--- src/rtl/uart_pkg.sv ---
// Shared state types, oversampling constants and the parity helper
// used by the UART stream core.
package uart_pkg;

  localparam int OVERSAMPLE   = 16;
  localparam int SAMPLE_POINT = 8;

  typedef enum logic [2:0] {
    TX_IDLE   = 3'd0,
    TX_START  = 3'd1,
    TX_DATA   = 3'd2,
    TX_PARITY = 3'd3,
    TX_STOP1  = 3'd4,
    TX_STOP2  = 3'd5
  } tx_state_t;

  typedef enum logic [2:0] {
    RX_IDLE   = 3'd0,
    RX_START  = 3'd1,
    RX_DATA   = 3'd2,
    RX_PARITY = 3'd3,
    RX_STOP   = 3'd4
  } rx_state_t;

  // Callers zero-extend the word, so unused upper bits never disturb the result.
  function automatic logic calc_parity(input logic [7:0] data, input logic odd);
    return (^data) ^ odd;
  endfunction

endpackage

--- src/rtl/uart_sync_fifo.sv ---
// Synchronous FIFO with first-word-fall-through head; pointers carry an
// extra MSB so that full and empty are told apart without a counter.
module uart_sync_fifo #(
  parameter int WIDTH = 8,
  parameter int DEPTH = 16
) (
  input  logic                   clk,
  input  logic                   rst_i,
  input  logic                   push,
  input  logic [WIDTH-1:0]       push_data,
  input  logic                   pop,
  output logic [WIDTH-1:0]       head,
  output logic                   full,
  output logic                   empty,
  output logic [$clog2(DEPTH):0] level
);

  localparam int AW = $clog2(DEPTH);
  localparam logic [AW:0] PTR_ONE = (AW + 1)'(1);

  logic [WIDTH-1:0] mem_r [DEPTH];
  logic [AW:0]      wr_ptr_r;
  logic [AW:0]      rd_ptr_r;
  logic             push_ok_s;
  logic             pop_ok_s;

  assign full      = (wr_ptr_r[AW] != rd_ptr_r[AW]) && (wr_ptr_r[AW-1:0] == rd_ptr_r[AW-1:0]);
  assign empty     = (wr_ptr_r == rd_ptr_r);
  assign level     = wr_ptr_r - rd_ptr_r;
  assign push_ok_s = push && !full;
  assign pop_ok_s  = pop && !empty;
  assign head      = empty ? {WIDTH{1'b0}} : mem_r[rd_ptr_r[AW-1:0]];

  // Read/write pointer advance
  always_ff @(posedge clk) begin
    if (rst_i) begin
      wr_ptr_r <= {(AW + 1){1'b0}};
      rd_ptr_r <= {(AW + 1){1'b0}};
    end else begin
      if (push_ok_s) wr_ptr_r <= wr_ptr_r + PTR_ONE;
      if (pop_ok_s)  rd_ptr_r <= rd_ptr_r + PTR_ONE;
    end
  end

  // Storage array write port
  always_ff @(posedge clk) begin
    if (push_ok_s && !rst_i) mem_r[wr_ptr_r[AW-1:0]] <= push_data;
  end

endmodule

--- src/rtl/uart_stream_core.sv ---
// UART datapath with buffered valid/ready streams: shared baud tick,
// TX serializer and 16x-oversampling RX deserializer around two FIFOs.
module uart_stream_core
  import uart_pkg::*;
#(
  parameter int DATA_W     = 8,
  parameter int FIFO_DEPTH = 16,
  parameter int DIV_W      = 16
) (
  input  logic                        clk,
  input  logic                        rst_i,
  input  logic [DIV_W-1:0]            clk_div_i,
  input  logic                        parity_en_i,
  input  logic                        parity_odd_i,
  input  logic                        two_stop_i,
  input  logic                        tx_valid_i,
  input  logic [DATA_W-1:0]           tx_data_i,
  output logic                        tx_ready_o,
  output logic                        rx_valid_o,
  output logic [DATA_W-1:0]           rx_data_o,
  input  logic                        rx_ready_i,
  input  logic                        err_clr_i,
  input  logic                        rx_i,
  output logic                        tx_o,
  output logic [$clog2(FIFO_DEPTH):0] tx_level_o,
  output logic [$clog2(FIFO_DEPTH):0] rx_level_o,
  output logic                        rx_int_o,
  output logic                        tx_int_o,
  output logic                        err_int_o,
  output logic                        overrun_o,
  output logic                        parity_err_o,
  output logic                        frame_err_o
);

  localparam logic [3:0] PH_LAST   = 4'(OVERSAMPLE - 1);
  localparam logic [3:0] PH_SAMPLE = 4'(SAMPLE_POINT - 1);
  localparam logic [2:0] BIT_LAST  = 3'(DATA_W - 1);

  logic [DIV_W-1:0]  div_r, tick_cnt_r;
  logic              tick_s;
  logic              tx_push_s, tx_pop_s, tx_full_s, tx_empty_s;
  logic [DATA_W-1:0] tx_head_s;
  logic              rx_push_s, rx_full_s, rx_empty_s;
  tx_state_t         tx_state_r;
  logic [3:0]        tx_phase_r;
  logic [2:0]        tx_bit_r;
  logic [DATA_W-1:0] tx_shift_r;
  logic              tx_par_r, tx_par_en_r, tx_two_stop_r, tx_r;
  logic              tx_bit_end_s, tx_frame_end_s;
  logic              rx_meta_r, rx_sync_r, rx_prev_r, rx_fall_s;
  rx_state_t         rx_state_r;
  logic [3:0]        rx_phase_r;
  logic [2:0]        rx_bit_r;
  logic [DATA_W-1:0] rx_shift_r;
  logic              rx_par_en_r, rx_par_odd_r, rx_par_bad_r;
  logic              rx_sample_s, rx_ovr_set_s, rx_par_set_s, rx_frm_set_s;
  logic              overrun_r, parity_err_r, frame_err_r;

  assign tick_s = (tick_cnt_r == div_r);

  // Baud tick generator; the divider is reloaded only when the count wraps
  always_ff @(posedge clk) begin
    if (rst_i || tick_s) begin
      tick_cnt_r <= {DIV_W{1'b0}};
      div_r      <= clk_div_i;
    end else begin
      tick_cnt_r <= tick_cnt_r + {{(DIV_W - 1){1'b0}}, 1'b1};
    end
  end

  assign tx_push_s = tx_valid_i && !tx_full_s;

  uart_sync_fifo #(.WIDTH(DATA_W), .DEPTH(FIFO_DEPTH)) u_tx_fifo (
    .clk(clk), .rst_i(rst_i), .push(tx_push_s), .push_data(tx_data_i), .pop(tx_pop_s),
    .head(tx_head_s), .full(tx_full_s), .empty(tx_empty_s), .level(tx_level_o)
  );

  uart_sync_fifo #(.WIDTH(DATA_W), .DEPTH(FIFO_DEPTH)) u_rx_fifo (
    .clk(clk), .rst_i(rst_i), .push(rx_push_s), .push_data(rx_shift_r), .pop(rx_ready_i),
    .head(rx_data_o), .full(rx_full_s), .empty(rx_empty_s), .level(rx_level_o)
  );

  // TX bit boundaries and the pop that starts the next frame
  always_comb begin
    tx_bit_end_s = tick_s && (tx_phase_r == PH_LAST);
    if (tx_bit_end_s && ((tx_state_r == TX_STOP2) || ((tx_state_r == TX_STOP1) && !tx_two_stop_r))) begin
      tx_frame_end_s = 1'b1;
    end else begin
      tx_frame_end_s = 1'b0;
    end
    if (!tx_empty_s && (tx_frame_end_s || ((tx_state_r == TX_IDLE) && tick_s))) begin
      tx_pop_s = 1'b1;
    end else begin
      tx_pop_s = 1'b0;
    end
  end

  // TX frame sequencer; a pop at frame end chains straight into the next start bit
  always_ff @(posedge clk) begin
    if (rst_i) begin
      tx_state_r    <= TX_IDLE;
      tx_phase_r    <= 4'd0;
      tx_bit_r      <= 3'd0;
      tx_shift_r    <= {DATA_W{1'b0}};
      tx_par_r      <= 1'b0;
      tx_par_en_r   <= 1'b0;
      tx_two_stop_r <= 1'b0;
      tx_r          <= 1'b1;
    end else if (tx_pop_s) begin
      tx_state_r    <= TX_START;
      tx_phase_r    <= 4'd0;
      tx_bit_r      <= 3'd0;
      tx_shift_r    <= tx_head_s;
      tx_par_r      <= calc_parity(8'(tx_head_s), parity_odd_i);
      tx_par_en_r   <= parity_en_i;
      tx_two_stop_r <= two_stop_i;
      tx_r          <= 1'b0;
    end else if (tx_frame_end_s) begin
      tx_state_r <= TX_IDLE;
      tx_phase_r <= 4'd0;
      tx_r       <= 1'b1;
    end else if (tick_s && (tx_state_r != TX_IDLE)) begin
      tx_phase_r <= tx_phase_r + 4'd1;
      if (tx_bit_end_s) begin
        case (tx_state_r)
          TX_START: begin
            tx_state_r <= TX_DATA;
            tx_r       <= tx_shift_r[0];
          end
          TX_DATA: begin
            if (tx_bit_r == BIT_LAST) begin
              tx_state_r <= tx_par_en_r ? TX_PARITY : TX_STOP1;
              tx_r       <= tx_par_en_r ? tx_par_r : 1'b1;
            end else begin
              tx_bit_r   <= tx_bit_r + 3'd1;
              tx_shift_r <= {1'b0, tx_shift_r[DATA_W-1:1]};
              tx_r       <= tx_shift_r[1];
            end
          end
          TX_PARITY: begin
            tx_state_r <= TX_STOP1;
            tx_r       <= 1'b1;
          end
          TX_STOP1: begin
            tx_state_r <= TX_STOP2;
            tx_r       <= 1'b1;
          end
          default: begin
            tx_state_r <= TX_IDLE;
            tx_r       <= 1'b1;
          end
        endcase
      end
    end
  end

  // Serial input synchroniser with one extra flop of history for edge detection
  always_ff @(posedge clk) begin
    if (rst_i) begin
      rx_meta_r <= 1'b1;
      rx_sync_r <= 1'b1;
      rx_prev_r <= 1'b1;
    end else begin
      rx_meta_r <= rx_i;
      rx_sync_r <= rx_meta_r;
      rx_prev_r <= rx_sync_r;
    end
  end

  assign rx_fall_s = rx_prev_r && !rx_sync_r;

  // RX sample strobes and error/push events raised at the stop-bit sample
  always_comb begin
    rx_sample_s = 1'b0;
    if (tick_s) begin
      case (rx_state_r)
        RX_START:                   rx_sample_s = (rx_phase_r == PH_SAMPLE);
        RX_DATA, RX_PARITY, RX_STOP: rx_sample_s = (rx_phase_r == PH_LAST);
        default:                    rx_sample_s = 1'b0;
      endcase
    end else begin
      rx_sample_s = 1'b0;
    end
    rx_push_s    = rx_sample_s && (rx_state_r == RX_STOP);
    rx_frm_set_s = rx_push_s && !rx_sync_r;
    rx_par_set_s = rx_push_s && rx_par_bad_r;
    rx_ovr_set_s = rx_push_s && rx_full_s;
  end

  // RX frame sequencer; start sample is mid-bit, later samples every 16 ticks
  always_ff @(posedge clk) begin
    if (rst_i) begin
      rx_state_r   <= RX_IDLE;
      rx_phase_r   <= 4'd0;
      rx_bit_r     <= 3'd0;
      rx_shift_r   <= {DATA_W{1'b0}};
      rx_par_en_r  <= 1'b0;
      rx_par_odd_r <= 1'b0;
      rx_par_bad_r <= 1'b0;
    end else if (rx_state_r == RX_IDLE) begin
      if (rx_fall_s) begin
        rx_state_r   <= RX_START;
        rx_phase_r   <= 4'd0;
        rx_bit_r     <= 3'd0;
        rx_par_bad_r <= 1'b0;
        rx_par_en_r  <= parity_en_i;
        rx_par_odd_r <= parity_odd_i;
      end
    end else if (rx_sample_s) begin
      rx_phase_r <= 4'd0;
      case (rx_state_r)
        RX_START: rx_state_r <= rx_sync_r ? RX_IDLE : RX_DATA;
        RX_DATA: begin
          rx_shift_r <= {rx_sync_r, rx_shift_r[DATA_W-1:1]};
          if (rx_bit_r == BIT_LAST) begin
            rx_state_r <= rx_par_en_r ? RX_PARITY : RX_STOP;
          end else begin
            rx_bit_r <= rx_bit_r + 3'd1;
          end
        end
        RX_PARITY: begin
          rx_par_bad_r <= (rx_sync_r != calc_parity(8'(rx_shift_r), rx_par_odd_r));
          rx_state_r   <= RX_STOP;
        end
        default: rx_state_r <= RX_IDLE;
      endcase
    end else if (tick_s) begin
      rx_phase_r <= rx_phase_r + 4'd1;
    end
  end

  // Sticky error flags; a new event wins over a same-cycle clear
  always_ff @(posedge clk) begin
    if (rst_i) begin
      overrun_r    <= 1'b0;
      parity_err_r <= 1'b0;
      frame_err_r  <= 1'b0;
    end else begin
      overrun_r    <= rx_ovr_set_s | (overrun_r & ~err_clr_i);
      parity_err_r <= rx_par_set_s | (parity_err_r & ~err_clr_i);
      frame_err_r  <= rx_frm_set_s | (frame_err_r & ~err_clr_i);
    end
  end

  assign tx_o         = tx_r;
  assign tx_ready_o   = !tx_full_s;
  assign rx_valid_o   = !rx_empty_s;
  assign rx_int_o     = !rx_empty_s;
  assign tx_int_o     = tx_empty_s && (tx_state_r == TX_IDLE);
  assign overrun_o    = overrun_r;
  assign parity_err_o = parity_err_r;
  assign frame_err_o  = frame_err_r;
  assign err_int_o    = overrun_r | parity_err_r | frame_err_r;

endmodule

--- config.mk ---
export PLATFORM = sky130hd
export DESIGN_NAME = uart_stream_core
export DESIGN_NICKNAME = d
export VERILOG_FILES = /design/src/rtl/uart_pkg.sv /design/src/rtl/uart_sync_fifo.sv /design/src/rtl/uart_stream_core.sv
export SDC_FILE = /design/constraint.sdc
export NUM_CORES = 1
export LEC_CHECK = 0
export BUFFER_PORTS_ARGS = -buffer_cell sky130_fd_sc_hd__buf_2
export CELL_PAD_IN_SITES_DETAIL_PLACEMENT = 0
export CELL_PAD_IN_SITES_GLOBAL_PLACEMENT = 1
export CORE_UTILIZATION = 47
export CTS_BUF_LIST = sky130_fd_sc_hd__clkbuf_16
export DETAILED_ROUTE_END_ITERATION = 10
export PLACE_DENSITY_LB_ADDON = 0.1
export SLEW_MARGIN = 15
export SYNTH_ARGS = -nofsm -noshare
export SYNTH_HDL_FRONTEND = slang
export SYNTH_SLANG_ARGS = --single-unit
--- constraint.sdc ---
create_clock -name clk -period 3.1 [get_ports clk]
set_input_delay 0.31 -clock clk [delete_from_list [all_inputs] [get_ports clk]]
set_output_delay 0.31 -clock clk [all_outputs]
set_load 0.01 [all_outputs]
# After elaboration in Yosys (flattened, before gate mapping)

Memory sizes are Yosys's and may differ from the RTL's. A register that Yosys moved wholly into a read port is not among the register bits.
Index checks and enable logic that the tools add are counted.

Add/subtract/negate cells: 11
Eq/ne operators: 29
Muxes and demuxes: 54
Bitwise operators: 14
Reduce and logical (&&, ||, !) cells: 59

Operators with widths:

| cell                                                                  | count |
|---|---|
| 8-bit 2-to-1 mux                                                      | 8 |
| 3-bit 2-to-1 mux                                                      | 12 |
| 4-bit 2-to-1 mux                                                      | 8 |
| 1-bit logical AND                                                     | 21 |
| 1-bit 2-to-1 mux                                                      | 21 |
| 5-bit by 1-bit adder with 5-bit output, second input constant         | 4 |
| 16-bit by 1-bit adder with 16-bit output, second input constant       | 1 |
| 16-bit equality test                                                  | 1 |
| 8-bit parity                                                          | 2 |
| 3-bit equality test, second input constant                            | 5 |
| 3-bit AND reduction                                                   | 5 |
| 3-bit by 2-bit equality test with 1-bit output, second input constant | 4 |
| 3-bit case mux with 4 select lines                                    | 1 |
| 2-bit nonzero test                                                    | 6 |
| 3-bit nonzero test                                                    | 4 |
| 5-bit equality test                                                   | 2 |
| 5-bit AND reduction                                                   | 2 |
| 5-bit subtractor                                                      | 2 |
| 3-bit case mux with 3 select lines                                    | 1 |
| 4-bit by 1-bit adder with 4-bit output, second input constant         | 2 |
| 4-bit equality test                                                   | 2 |
| 4-bit equality test, second input constant                            | 2 |
| 1-bit zero test                                                       | 7 |
| 3-bit by 1-bit adder with 3-bit output, second input constant         | 2 |
| 19 further kinds                                                      | 42 |

Bits in registers: 101
Memory bits (writable): 256
Input port bits: 33
Output and inout port bits: 27
Word-level logic and storage cells: 197
Memories: 2

Memories:

| memory          | words | width | read ports | clocked after memory_dff | write ports | line                 | text |
|---|---|---|---|---|---|---|---|
| u_rx_fifo.mem_r | 16    | 8     | 1          | 1                        | 1           | uart_sync_fifo.sv:21 | `logic [WIDTH-1:0] mem_r [DEPTH];` |
| u_tx_fifo.mem_r | 16    | 8     | 1          | 1                        | 1           | uart_sync_fifo.sv:21 |  |

# Depth between registers and ports, before layout

Depth in word-level cells: 11
Mapped depth: 10
Depth with buffers taken out: 8

# Cells and area by module

A second synthesis with hierarchy kept.

Cells, all modules: 1041
Area, all modules: 15504.9 um^2

Modules (own cells, without submodules):

| module           | instances | cells each | area each (um^2) | sequential area each (um^2) |
|---|---|---|---|---|
| uart_sync_fifo   | 2         | 313        | 5806.8           | 4124.0 |
| uart_stream_core | 1         | 415        | 3891.2           | 1781.7 |

# Least setup slack after synthesis

No wires, ideal clock.

Path type: reg2reg
Start point: register rx_state_r[0]
End point: memory u_rx_fifo.mem_r[0][0] (enable)
Library setup time: 0.383 ns
Arrival: 2.644 ns
Required time: 2.717 ns
Slack: 0.073 ns
Stages on the path, launching flop included: 9
Buffers on the path: 1
Period minus slack after synthesis: 3.027 ns
Cell sequence: dfxtp_1 -> clkbuf_1 -> or3b_2 -> nand3_1 -> o2111ai_1 -> nor4_4 -> and2_1 -> nand2_1 -> nor3_1

Cells in the longest elaborated chain, start to end: 9
Elaborated cells between the ends (all ways): 12
Classes of those cells: eq/ne (4); mux (4); reduce/logical (4)

Ends and longest elaborated chain:

| what                                                                                         | line                                             | text |
|---|---|---|
| from (decl)                                                                                  | uart_stream_core.sv:51                           | `rx_state_t rx_state_r;` |
| from (signal assigned)                                                                       | uart_stream_core.sv:212                          | `RX_START: rx_state_r <= rx_sync_r ? RX_IDLE : RX_DATA;` |
| from (signal assigned)                                                                       | uart_stream_core.sv:216                          | `rx_state_r <= rx_par_en_r ? RX_PARITY : RX_STOP;` |
| 3-bit equality test / 3-bit by 2-bit equality test with 1-bit output (equally long branches) | uart_stream_core.sv:176, uart_stream_core.sv:184 |  |
| 3-bit OR reduction                                                                           | uart_stream_core.sv:176                          | `case (rx_state_r)` |
| 1-bit case mux with 2 select lines                                                           | uart_stream_core.sv:176                          |  |
| 1-bit 2-to-1 mux                                                                             | uart_stream_core.sv:175                          | `if (tick_s) begin` |
| 1-bit logical AND *                                                                          | uart_stream_core.sv:184                          | `rx_push_s = rx_sample_s && (rx_state_r == RX_STOP);` |
| 1-bit logical AND *                                                                          | uart_sync_fifo.sv:30                             | `assign push_ok_s = push && !full;` |
| 1-bit logical AND *                                                                          | uart_sync_fifo.sv:47                             | `if (push_ok_s && !rst_i) mem_r[wr_ptr_r[AW-1:0]] <= push_data;` |
| 1-bit 2-to-1 mux *                                                                           | uart_sync_fifo.sv:47                             |  |
| 1-bit 2-to-1 mux (implied by the code) *                                                     | uart_sync_fifo.sv:47                             |  |
| to (decl)                                                                                    | uart_sync_fifo.sv:21                             |  |

Mark *: on every way between the ends. The rest lies on a longest branch, timed or not.

==> results.sh <==
export IMPL_arrival_ps=2490
export IMPL_core_area_sq_um=30900
export IMPL_endpoint_kind="output pin"
export IMPL_synth_top_family_by_area="multiplexers"
export IMPL_relSlewSlack_pct=50.8
export IMPL_drv_cap=0
export IMPL_finalHoldViolCount=0
export IMPL_place_congestion=0.755
export IMPL_syn_area_per_cell_sq_um=15.4
export IMPL_grt_setup_unrepaired="no"
export IMPL_postCtsSetupBuffers=0
export IMPL_yosysSeqAreaShare_pct=67.2
export IMPL_crit_top_cell="mux4_2"
export IMPL_synth_compound_area_share_pct=3.52
export IMPL_drc=0
export IMPL_critPathLaunchType="register"
export IMPL_synthAdderAreaFrac_pct=2.36
export IMPL_fmax_ghz=0.357
export IMPL_grt_pass1_vias=8382
export IMPL_synth_xor_area_share_pct=4.11
export IMPL_cpPeakStageDelay_ps=600
export IMPL_setup_ws_ps=297
export IMPL_grt_pass1_wl_um=46400
export IMPL_synthMuxAreaShare_pct=12.6
export IMPL_final_common_cell="edfxtp_1"
export IMPL_yosys_register_bits=365
export IMPL_syn_num_nets=1028
export IMPL_p_per_area_nw_per_um2=569
export IMPL_drt_iter0_markers=474
export IMPL_peakVddDrop_mv=0.457
export IMPL_fin_skew_ps=12.5
export IMPL_cts_tree="built"
export IMPL_fp_dieH_um=180
export IMPL_dp_slack_ps=331
export IMPL_track_usage_pct=18.4
export IMPL_placementRows=64
export IMPL_wl_per_cell_um=19.0
export IMPL_synth_top_cell_area_share_pct=54.7
export IMPL_total_leakage_power_nw=6.09
export IMPL_die_area_sq_um=32500
export IMPL_die_x_um=180
export IMPL_tns_ps=0
export IMPL_dpl_hpwl_um=19100
export IMPL_cts_buffers=39
export IMPL_status="complete, no violations"
export IMPL_grt_overflow=0
export IMPL_grt_max_degree=66
export IMPL_r2r_cells=8
export IMPL_clockBufferDepth=3
export IMPL_final_setup_viol_count=0
export IMPL_synth_cell_type_count=51
export IMPL_antenna_found_initial=0
export IMPL_wl_um=29000
export IMPL_clk_latency_ps=530
export IMPL_ys_top_cells_by_area="edfxtp_1 55%, dfxtp_1 12%, mux4_2 9.5%, nor2_1 2.9%, xor2_1 2.3%"
export IMPL_drv_slew=0
export IMPL_hold_path_class="primary input to register"
export IMPL_cts_sinks=365
export IMPL_ios=60
export IMPL_clk_pin_slew_ps=60
export IMPL_path_max_fanout=32
export IMPL_critPathKind="register to output pin"
export IMPL_synth_edff_count=272
export IMPL_worstMarginPinSlew_ps=736
export IMPL_required_ps=2790
export IMPL_timing_final_crit_share_pct=90.4
export IMPL_numPortBuffers=59
export IMPL_min_period_ps=2800
export IMPL_worst_r2r_endpoint="rx_shift_r[2]"
export IMPL_cts_root_buf="clkbuf_16"
export IMPL_fillers=2490
export IMPL_h_tree_depth=2
export IMPL_crit_path_top_delay_cell="mux4_2"
export IMPL_regToRegSetupSlack_ps=330
export IMPL_synth_async_reset_ratio_pct=0
export IMPL_vias=8026
export IMPL_worstPathCellList="buf_12 -> mux4_2 -> mux4_2 -> nor2b_1 -> buf_2"
export IMPL_start_util_pct=48.3
export IMPL_viasPerCell=5.26
export IMPL_yosys_area_top_type="edfxtp_1"
export IMPL_firstDrtPassIters=5
export IMPL_layout_nets=1158
export IMPL_hold_slack_ps=38.5
export IMPL_yosys_most_used_dff="edfxtp_1"
export IMPL_drive_above_1_share_pct=21.7
export IMPL_synthToLayoutAreaGrowth_pct=16.6
export IMPL_yosysWarnings=0
export IMPL_antenna_cells=0
export IMPL_crit_end="rx_data_o[5]"
export IMPL_synthSimpleGateAreaFrac_pct=8.31
export IMPL_ant_nets=0
export IMPL_synth_cells=968
export IMPL_final_cell_mix="272 x edfxtp_1, 114 x nor2_1, 91 x dfxtp_1"
export IMPL_syn_area_sq_um=14900
export IMPL_r2r_start="rx_state_r[2]"
-- stage by stage --
step / power (mW) / area, sq um / std cells / util (%)
final: 9.92 / 17400 / 1525 / 56.3
after floorplan: 5.48 / 14900 / 968 / -
after global placement: 5.58 / 16000 / 1436 / 51.8
after detailed placement: 5.58 / 16000 / 1436 / 51.8
after CTS: 10.0 / 17400 / 1525 / 56.3
after global routing: 10.2 / 17400 / 1525 / 56.3
-- state kept, by name, indices dropped and copies added (netlist names), 3 cells and up, named ones only --
register            flops
tx_state_r              3
tx_phase_r              4
u_rx_fifo.wr_ptr_r      5
u_tx_fifo.rd_ptr_r      5
u_tx_fifo.mem_r       128
rx_bit_r                3
rx_state_r              3
rx_phase_r              4
tx_bit_r                3
u_rx_fifo.mem_r       128
rx_shift_r              8
div_r                  16
u_tx_fifo.wr_ptr_r      5
u_rx_fifo.rd_ptr_r      5
tx_shift_r              8
tick_cnt_r             16
-- cells by family after synthesis --
family,after synthesis
mux,94
buf+inv,68
simple gates,262
fa+ha+maj,27
xor+xnor,70
flops,365
compound gates,82
-- routing by layer --
metal / part of all wire (%) / GRT usage (%) / vias up
met3: 3.0 / 2.67 / 41
met5: 0 / 0 / -
li1: - / - / 3914
met4: 1.6 / 4.89 / 0
met1: 45 / 24.2 / 3944
met2: 50 / 32.2 / 127
-- how the worst min path moves through the flow --
stage / slack, ps / cells past startpoint / endpoint / from
2_1_floorplan: 390 / 1 / rx_sync_r / rx_meta_r
3_3_place_gp: 390 / 1 / rx_sync_r / rx_meta_r
3_5_place_dp: 400 / 1 / rx_sync_r / rx_meta_r
4_1_cts: 20 / 3 / tx_two_stop_r / two_stop_i
5_1_grt: 60 / 3 / tx_par_en_r / parity_en_i
6_report: 40 / 3 / tx_two_stop_r / two_stop_i
-- what timing repair did --
action                    4_1_cts  5_1_grt
hold buffers                   17        0
resized for setup               0        0
hold endpoints to repair       17        0
-- power by group --
part / switching (mW) / internal, mW
clock network: 1.86 / 2.57
logic: 0.128 / 0.0919
registers: 0.0198 / 5.25
total: 2.01 / 7.91
-- critical path, delay by kind of cell (launching register included) --
kind	cells	cell delay, ps
buffers and inverters	2	400
flip-flops	1	340
multiplexers	2	1070
AND/OR/NAND/NOR	1	140
-- cells in the mapped netlist, types with 9 or more instances --
library cell and number:
nand4_1 12, a21oi_1 31, clkbuf_1 27, nand3_1 10, nor3_1 17, dfxtp_1 93
nor2b_1 17, mux4_2 63, buf_1 9, mux2i_1 20, ha_1 25, o21ai_0 9
nand2b_1 12, nand2_1 42, nor2_1 114, mux4_1 9, xnor2_1 31, a22oi_1 25
edfxtp_1 272, xor2_1 39, inv_1 24
-- cell type report --
cell class | instances | area [sq um] | share of cell area [%]
multi-input combinational | 535 | 4630 | 26.6
timing repair buffer | 133 | 931 | 5.34
clock inverter | 33 | 263 | 1.51
tap | 396 | 495 | 2.84
inverter | 24 | 90.1 | 0.517
sequential | 365 | 10000 | 57.6
clock buffer | 39 | 976 | 5.60
Power figures use the tool's default switching activity.
